File: config.mk
export PLATFORM = sky130hd
export DESIGN_NAME = dtw_core_feeder
export DESIGN_NICKNAME = d
export VERILOG_FILES = /design/src/rtl/dtw_core_feeder.sv
export SDC_FILE = /design/constraint.sdc
export NUM_CORES = 1
export LEC_CHECK = 0
export BUFFER_PORTS_ARGS = -buffer_cell sky130_fd_sc_hd__buf_4
export CAP_MARGIN = 20
export CORE_MARGIN = 5
export CORE_UTILIZATION = 35
export DETAILED_ROUTE_END_ITERATION = 16
export GPL_ROUTABILITY_DRIVEN = 1
export SYNTH_ARGS = -nofsm -noshare
export SYNTH_HDL_FRONTEND = slang
export SYNTH_SLANG_ARGS = --single-unit
File: constraint.sdc
create_clock -name clk -period 2.9 [get_ports clk]
set_clock_uncertainty 0.15 [all_clocks]
set_input_delay 0 -clock clk [delete_from_list [all_inputs] [get_ports clk]]
set_output_delay 0 -clock clk [all_outputs]
set_load 0.005 [all_outputs]
File: src/rtl/dtw_core_feeder.sv
// Sequences one DTW query: clear datapath, load squiggle, stream reference, drain, settle, report best hit.
// Latency: 1 clear cycle + SQG_LEN load beats + ref_len stream beats + drain-until-done + SETTLE cycles.
// Backpressure: sqg/ref tready only in their load/stream phases; REPORT holds until res_ready.
module dtw_core_feeder #(
    parameter int                  WORD_LEN = 16,
    parameter int                  SQG_LEN  = 250,
    parameter int                  SETTLE   = 3,
    parameter logic [WORD_LEN-1:0] PAD_WORD = '0
) (
    input  logic                clk,
    input  logic                rst,
    input  logic                start,
    input  logic [31:0]         ref_len_in,
    output logic                busy,
    input  logic [WORD_LEN-1:0] sqg_tdata,
    input  logic                sqg_tvalid,
    output logic                sqg_tready,
    input  logic [WORD_LEN-1:0] ref_tdata,
    input  logic                ref_tvalid,
    output logic                ref_tready,
    output logic                core_rst,
    output logic                load_squiggle,
    output logic [WORD_LEN-1:0] squiggle_word,
    output logic                running,
    output logic [WORD_LEN-1:0] reference_word,
    output logic [31:0]         reference_len,
    input  logic                core_done,
    input  logic [WORD_LEN-1:0] core_score,
    input  logic [31:0]         core_position,
    output logic                res_valid,
    input  logic                res_ready,
    output logic [WORD_LEN-1:0] res_score,
    output logic [31:0]         res_position
);

    localparam int LOAD_W = ($clog2(SQG_LEN + 1) > 8) ? $clog2(SQG_LEN + 1) : 8;
    localparam int SET_W  = ($clog2(SETTLE + 1) > 1) ? $clog2(SETTLE + 1) : 1;
    localparam logic [LOAD_W-1:0] LOAD_LAST = LOAD_W'(SQG_LEN - 1);
    localparam logic [SET_W-1:0]  SET_LAST  = SET_W'(SETTLE - 1);

    typedef enum logic [2:0] {
        S_IDLE,
        S_CLEAR,
        S_LOAD,
        S_STREAM,
        S_DRAIN,
        S_SETTLE,
        S_REPORT
    } state_t;

    state_t             state;
    state_t             state_nxt;
    logic [LOAD_W-1:0]  load_cnt;
    logic [31:0]        ref_cnt;
    logic [SET_W-1:0]   settle_cnt;

    always_ff @(posedge clk) begin
        if (rst) begin
            state         <= S_IDLE;
            load_cnt      <= '0;
            ref_cnt       <= '0;
            settle_cnt    <= '0;
            reference_len <= '0;
            res_score     <= '1;
            res_position  <= '0;
        end else begin
            state <= state_nxt;
            case (state)
                S_IDLE: begin
                    if (start) begin
                        reference_len <= ref_len_in;
                    end
                end
                S_CLEAR: begin
                    load_cnt   <= '0;
                    ref_cnt    <= '0;
                    settle_cnt <= '0;
                end
                S_LOAD: begin
                    if (sqg_tvalid) begin
                        load_cnt <= load_cnt + LOAD_W'(1);
                    end
                end
                S_STREAM: begin
                    if (ref_tvalid) begin
                        ref_cnt <= ref_cnt + 32'd1;
                    end
                end
                S_SETTLE: begin
                    settle_cnt <= settle_cnt + SET_W'(1);
                    // Datapath best registers trail done by two cycles; sample on the final settle cycle.
                    if (settle_cnt == SET_LAST) begin
                        res_score    <= core_score;
                        res_position <= core_position;
                    end
                end
                default: ;
            endcase
        end
    end

    always_comb begin
        state_nxt      = state;
        busy           = 1'b1;
        core_rst       = 1'b0;
        sqg_tready     = 1'b0;
        ref_tready     = 1'b0;
        load_squiggle  = 1'b0;
        squiggle_word  = '0;
        running        = 1'b0;
        reference_word = '0;
        res_valid      = 1'b0;
        case (state)
            S_IDLE: begin
                busy = 1'b0;
                if (start) begin
                    state_nxt = S_CLEAR;
                end
            end
            S_CLEAR: begin
                core_rst  = 1'b1;
                state_nxt = S_LOAD;
            end
            S_LOAD: begin
                sqg_tready    = 1'b1;
                load_squiggle = sqg_tvalid;
                squiggle_word = sqg_tdata;
                if (sqg_tvalid && (load_cnt == LOAD_LAST)) begin
                    state_nxt = (reference_len == 32'd0) ? S_DRAIN : S_STREAM;
                end
            end
            S_STREAM: begin
                // An empty reference input freezes the datapath rather than feeding a bubble.
                ref_tready     = 1'b1;
                running        = ref_tvalid;
                reference_word = ref_tdata;
                if (ref_tvalid && (ref_cnt == reference_len - 32'd1)) begin
                    state_nxt = S_DRAIN;
                end
            end
            S_DRAIN: begin
                running        = 1'b1;
                reference_word = PAD_WORD;
                if (core_done) begin
                    state_nxt = S_SETTLE;
                end
            end
            S_SETTLE: begin
                running        = 1'b1;
                reference_word = PAD_WORD;
                if (settle_cnt == SET_LAST) begin
                    state_nxt = S_REPORT;
                end
            end
            S_REPORT: begin
                res_valid = 1'b1;
                if (res_ready) begin
                    state_nxt = S_IDLE;
                end
            end
            default: state_nxt = S_IDLE;
        endcase
    end

endmodule

# --- Word-level counts from Yosys, hierarchy flattened ---
# Index checks and enable logic that the tools add are counted.
totals:
  ff_bits: 125
  latchBits: 0
  mem_bits_rw: 0
  rom_bits: 0
  in_bits: 119
  output_inout_bits: 119
  elab_cells: 63
  n_memories: 0
op_classes:
  add_sub_neg: 4
  multipliers: 0
  n_div: 0
  order_cmp: 0
  n_eq_ne: 17
  shifts: 0
  n_mux: 22
  bitwise: 0
  n_reduce_logical: 13
ops:
  columns: ["operator", "n"]
  rows:
  - ["case mux 32 bit (2 select lines)", 1]
  - ["adder 32 x 1 -> 32 bit, second input constant", 1]
  - ["== test 32 bit", 1]
  - ["logical NOT 32 bit", 1]
  - ["two-way mux 16 bit", 2]
  - ["two-way mux 32 bit", 1]
  - ["subtractor 32 x 1 -> 32 bit, second input constant", 1]
  - ["two-way mux 3 bit", 7]
  - ["case mux 3 bit (7 select lines)", 1]
  - ["inequality test 2 bit, second input constant", 8]
  - ["case mux 8 bit (2 select lines)", 1]
  - ["== test 3 bit, second input constant", 3]
  - ["adder 8 x 1 -> 8 bit, second input constant", 1]
  - ["== test 8 bit, second input constant", 1]
  - ["two-way mux 8 bit", 1]
  - ["AND reduction 2 bit", 4]
  - ["== test 3 x 2 -> 1 bit, second input constant", 2]
  - ["two-way mux 1 bit", 6]
  - ["AND reduction 6 bit", 1]
  - ["nonzero test 2 bit", 3]
  - ["case mux 2 bit (2 select lines)", 1]
  - ["== test 3 x 1 -> 1 bit, second input constant", 1]
  - ["logical NOT 3 bit", 1]
  - ["adder 2 x 1 -> 2 bit, second input constant", 1]
  - ["other kinds (4)", 5]

# --- Logic depth before layout (Yosys ltp) ---
depth:
  depth_word: 5
  depth_mapped: 10
  ltp_nobuf: 10

# --- Worst setup path after synthesis ---
# No wires, ideal clock.
synth_path:
  kind: "flip-flop to flip-flop"
  from: "reg reference_len[0]"
  to: "reg state[0]"
  setup_ns: 0.129
  arrival_ns: 2.931
  t_required_ns: 2.621
  setup_slack_ns: -0.310
  stages_incl_launch_ff: 11
  n_path_buf: 0
  period_less_slack_ns: 3.210
  path_cell_list: "dfxtp_1 inv_1 ha_1 or4b_4 nor4_1 mux2_2 a31oi_1 a41oi_1 or4_4 o31ai_2 a21oi_1"
synth_via:
  elab_chain_cells: 5
  word_cells_on_any_way: 9
  classes_between: "1 x add/sub; 2 x eq/ne; 3 x mux; 3 x reduce/logical"
synth_lines:
  columns: ["item", "line_no", "rtl"]
  rows:
  - ["from (decl)", "26", "output logic [31:0] reference_len,"]
  - ["from (signal assigned)", "71", "reference_len <= ref_len_in;"]
  - ["subtractor 32 x 1 -> 32 bit", "137", "if (ref_tvalid && (ref_cnt == reference_len - 32'd1)) begin"]
  - ["== test 32 bit", "137", null]
  - ["logical AND 1 bit", "137", null]
  - ["inequality test 2 bit (no source line)", null, null]
  - ["AND reduction 6 bit (no source line)", null, null]
  - ["to (signal assigned)", "67", "state <= state_nxt;"]
  - ["to (decl)", "51", "state_t state;"]
# Several ways; a longest one is shown, not always the timed one. The select of a mux whose other input is x is not followed.
# A chain may end at the register's enable or synchronous reset.

# --- Worst setup path after layout ---
layout_path:
  from: "reg reference_len[1]"
  to: "reg state[0]"
# Same word-level chain as after synthesis.

==> reports/metrics.csv <==
stage,metric,value,unit
flow_run,max cap viols,0,
power_and_ir_drop,Sw Ratio,33.58,%
clock_network,"Clk pin slew, worst setup/hold paths",60,ps
timing,post-layout min period,2974,ps
global_route,first-pass GRT wire length,36930,um
setup_path,critical setup path kind,reg -> reg,
global_route,pin count of the biggest net entering global routing,70,
final_layout,count of nets after finishing,1309,
timing,Slew Limit Fails,0,
clock_network,Skew-Pair Late Insertion Delay,420,ps
placed_design,gpl congestion,0.8213,
hold_path,Hold Crit Endpoint,res_score[3]$_SDFFE_PP1P_,
floorplanning,Top Ports,238,
placed_design,DP HPWL,16600,um
timing,RSZ-0062 raised after global routing,true,
power_and_ir_drop,power per cell area,690.2,nW/um^2
setup_path,kind of end point of the critical path,flop,
setup_path,startpoint types,flop,
power_and_ir_drop,Max VDD drop,477.6,uV
timing,Max Fclk,0.3363,GHz
setup_path,Crit Path Max Fanout,6,
power_and_ir_drop,Lkg Pwr,0.004494,uW
logic_synthesis,number of synthesized flops with an enable pin,0,
final_layout,fill cell total of the finished layout,1690,
setup_path,arrival time worst endpoint,3120,ps
clock_network,clock sink count,125,
power_and_ir_drop,power after layout,7097,uW
hold_path,Hold Startpoint,rst,
global_route,vias in the first global route,7104,
power_and_ir_drop,Int Pwr,4714,uW
logic_synthesis,Post-Synthesis Cells,833,
logic_synthesis,Syn Nets,958,
timing,slew margin rel.,48.35,%
floorplanning,Die W,145.4,um
drt,1st-iter DRT viols,362,
power_and_ir_drop,sequential power share,26.9,%
drt,"antenna viol nets, final",0,
hold_path,Min-Delay Path Class,in -> reg,
floorplanning,Total Die Area,21140,um^2
logic_synthesis,count of unique library cells instantiated by Yosys,61,
timing,final count of hold timing violations,0,
floorplanning,Site Rows,49,
setup_path,Worst Path Required,3050,ps
global_route,initial antenna violation count,0,
timing,worst-margin pin slew,774.8,ps
logic_synthesis,dominant synthesized flop cell,dfxtp_1,
outcome,status,"complete, but fails checks",
logic_synthesis,synthesized flop and latch total,125,
floorplanning,Core Area,18020,um^2
floorplanning,Initial Util,35.60,%
clock_network,CTS root buf,clkbuf_16,
placed_design,# port buffers,237,
placed_design,"Cell Area, Placed",8767,um^2
power_and_ir_drop,Switch Pwr,2383,uW
timing,setup ws final,-73.81,ps
power_and_ir_drop,Clock power frac,33.0,%
clock_network,CTS tree,done,
setup_path,R2R depth,10,
logic_synthesis,sequential share of the synthesized area,38.99,%
power_and_ir_drop,Combinational Power Share,40.1,%
setup_path,worst r2r dst,state[0]$_SDFFE_PP0P_,
logic_synthesis,Syn Area/Cell,7.704,um^2
final_layout,final instance area,10280,um^2
drt,router iterations before antenna repair,5,
floorplanning,height of the die,145.4,um
final_layout,ant diodes,0,
global_route,global-route total usage across every layer,21.12,%
drt,Routed WL per cell,16.07,um
logic_synthesis,Post-synth ARST share,0,%
drt,DR vias,7033,
clock_network,Clock Tree Buf Depth,2,
hold_path,hold path depth,3,
outcome,violated checks,setup timing,
final_layout,Layout area overhead,60.23,%
clock_network,H-Tree Depth,4,
global_route,Overflow after GRT,0,
logic_synthesis,Synth Cell Area,6417,um^2
drt,vias per cell,4.932,
setup_path,"setup slack, reg-to-reg",-70,ps
timing,final period utilization,102.5,%
final_layout,share of layout cells above drive strength 1,30.49,%
drt,DR DRC count,0,
clock_network,clock buffer count from CTS,17,
logic_synthesis,Yosys Warn Count,0,
setup_path,reg2reg start,reference_len[1]$_SDFFE_PP0P_,
drt,Post-Route WL,22920,um
timing,final setup violation count,3,
final_layout,"Core Util, Final",57.05,%
==> flip-flops by register name, indices dropped and copies added (netlist names) <==
name / flops
load_cnt: 8
res_position: 32
reference_len: 32
ref_cnt: 32
state: 3
res_score: 16
settle_cnt: 2
==> repair_timing <==
action	4_1_cts	5_1_grt
buffers inserted	0	1
endpoints found under the setup margin	3	3
resized for setup	2	3
pin swaps	2	4
hold endpoints to repair	86	0
hold buffers	84	0
==> synthesized netlist by cell type, types with 9 or more instances <==
cell type	count	area [um^2]
dfxtp_1	125	2502
nand3b_1	10	75.07
nor2_1	69	259.0
a21oi_1	80	400.4
nor4_1	10	62.56
nor3_1	12	60.06
xnor2_1	24	210.2
nand3_1	33	165.2
nand2_1	191	716.9
clkbuf_1	37	138.9
nand2b_1	9	56.30
inv_1	9	33.78
and3_1	24	150.1
nand4_1	12	75.07
nor2b_1	9	56.30
o21ai_0	17	85.08
xor2_1	36	315.3
and2_1	17	106.4
or3_1	12	75.07
==> critical path, stage by stage, from the launching register on <==
cell,delay (ps)
dfxtp_2,320
inv_2,70
ha_4,130
or4b_4,520
nor4_4,320
mux2_4,320
a31oi_1,140
a41oi_1,60
or4_4,450
o31ai_4,260
a21oi_1,110
==> cell type report <==
class / instances / area (um^2) / share of cell area (%)
Tap cell: 229 / 286.5 / 2.787
Sequential cell: 125 / 2505 / 24.36
Clock buffer: 20 / 466.7 / 4.539
Multi-Input combinational cell: 648 / 3721 / 36.19
Inverter: 9 / 33.78 / 0.3285
Clock inverter: 12 / 183.9 / 1.789
Timing Repair Buffer: 383 / 3085 / 30.01
==> cells by family after synthesis <==
group                    Yosys count  synth area share [%]
buffers and inverters             60                 4.036
flip-flops                       125                 38.99
multiplexers                       8                 1.326
AO/OA/AOI/OAI                    127                 11.37
XOR/XNOR                          60                 8.189
AND/OR/NAND/NOR                  447                 34.92
adder cells (fa/ha/maj)            6                 1.170
==> layer usage <==
layer | share of wire (%) | GRT usage (%) | vias up
met2 | 52 | 38.40 | 194
met3 | 7.3 | 7.537 | 28
met4 | 1.6 | 5.690 | 0
met5 | 0 | 0 | -
met1 | 39 | 23.25 | 3264
li1 | - | - | 3547
==> cell usage in the layout (no fill, tap or decap), drive strengths merged, types with 10 or more instances in the layout <==
cell / n
nor3: 13
and3: 24
clkbuf: 20
inv: 11
nor4: 11
nand2: 191
nor2: 69
xnor2: 24
nand3: 33
and2: 18
or3: 15
a21oi: 80
dfxtp: 125
xor2: 36
nand4: 12
buf: 299
nand3b: 10
o21ai: 19
dlygate4sd3: 84
==> through the flow <==
| step | worst slack, ps | setup TNS, ps | instances | hold slack (ps) |
|---|---|---|---|---|
| 6_report | -73.81 | -181.3 | 1426 | 10.96 |
| 5_1_grt | -214.1 | -607.6 | 1426 | 50.61 |
| 4_1_cts | -65.70 | -179.0 | 1425 | 15.28 |
| 3_5_place_dp | -75.93 | -202.0 | 1309 | 62.63 |
| 3_3_place_gp | 11.63 | 0 | 1309 | 59.34 |
| 2_1_floorplan | 18.40 | 0 | 833 | -45.97 |
==> worst max path at each step <==
stage                                         from                    end  slack (ps)  depth (start not counted)
detailed placement  reference_len[15]$_SDFFE_PP0P_  state[1]$_SDFFE_PP0P_         -80                          8
floorplan            reference_len[5]$_SDFFE_PP0P_  state[0]$_SDFFE_PP0P_          20                          9
global route         reference_len[1]$_SDFFE_PP0P_  state[0]$_SDFFE_PP0P_        -210                         10
CTS                  reference_len[1]$_SDFFE_PP0P_  state[1]$_SDFFE_PP0P_         -70                         10
finish               reference_len[1]$_SDFFE_PP0P_  state[0]$_SDFFE_PP0P_         -70                         10
global placement    reference_len[15]$_SDFFE_PP0P_  state[1]$_SDFFE_PP0P_          10                          8
==> power groups by stage <==
stage	Clock, uW	Combinational (uW)	Sequential, uW
5_1_grt	2460	3110	1920
6_report	2350	2840	1910
4_1_cts	2380	2830	1910
3_3_place_gp	0	2710	1940
2_1_floorplan	0	1550	1980
3_5_place_dp	0	2720	1940
(Power assumes the default switching activity.)
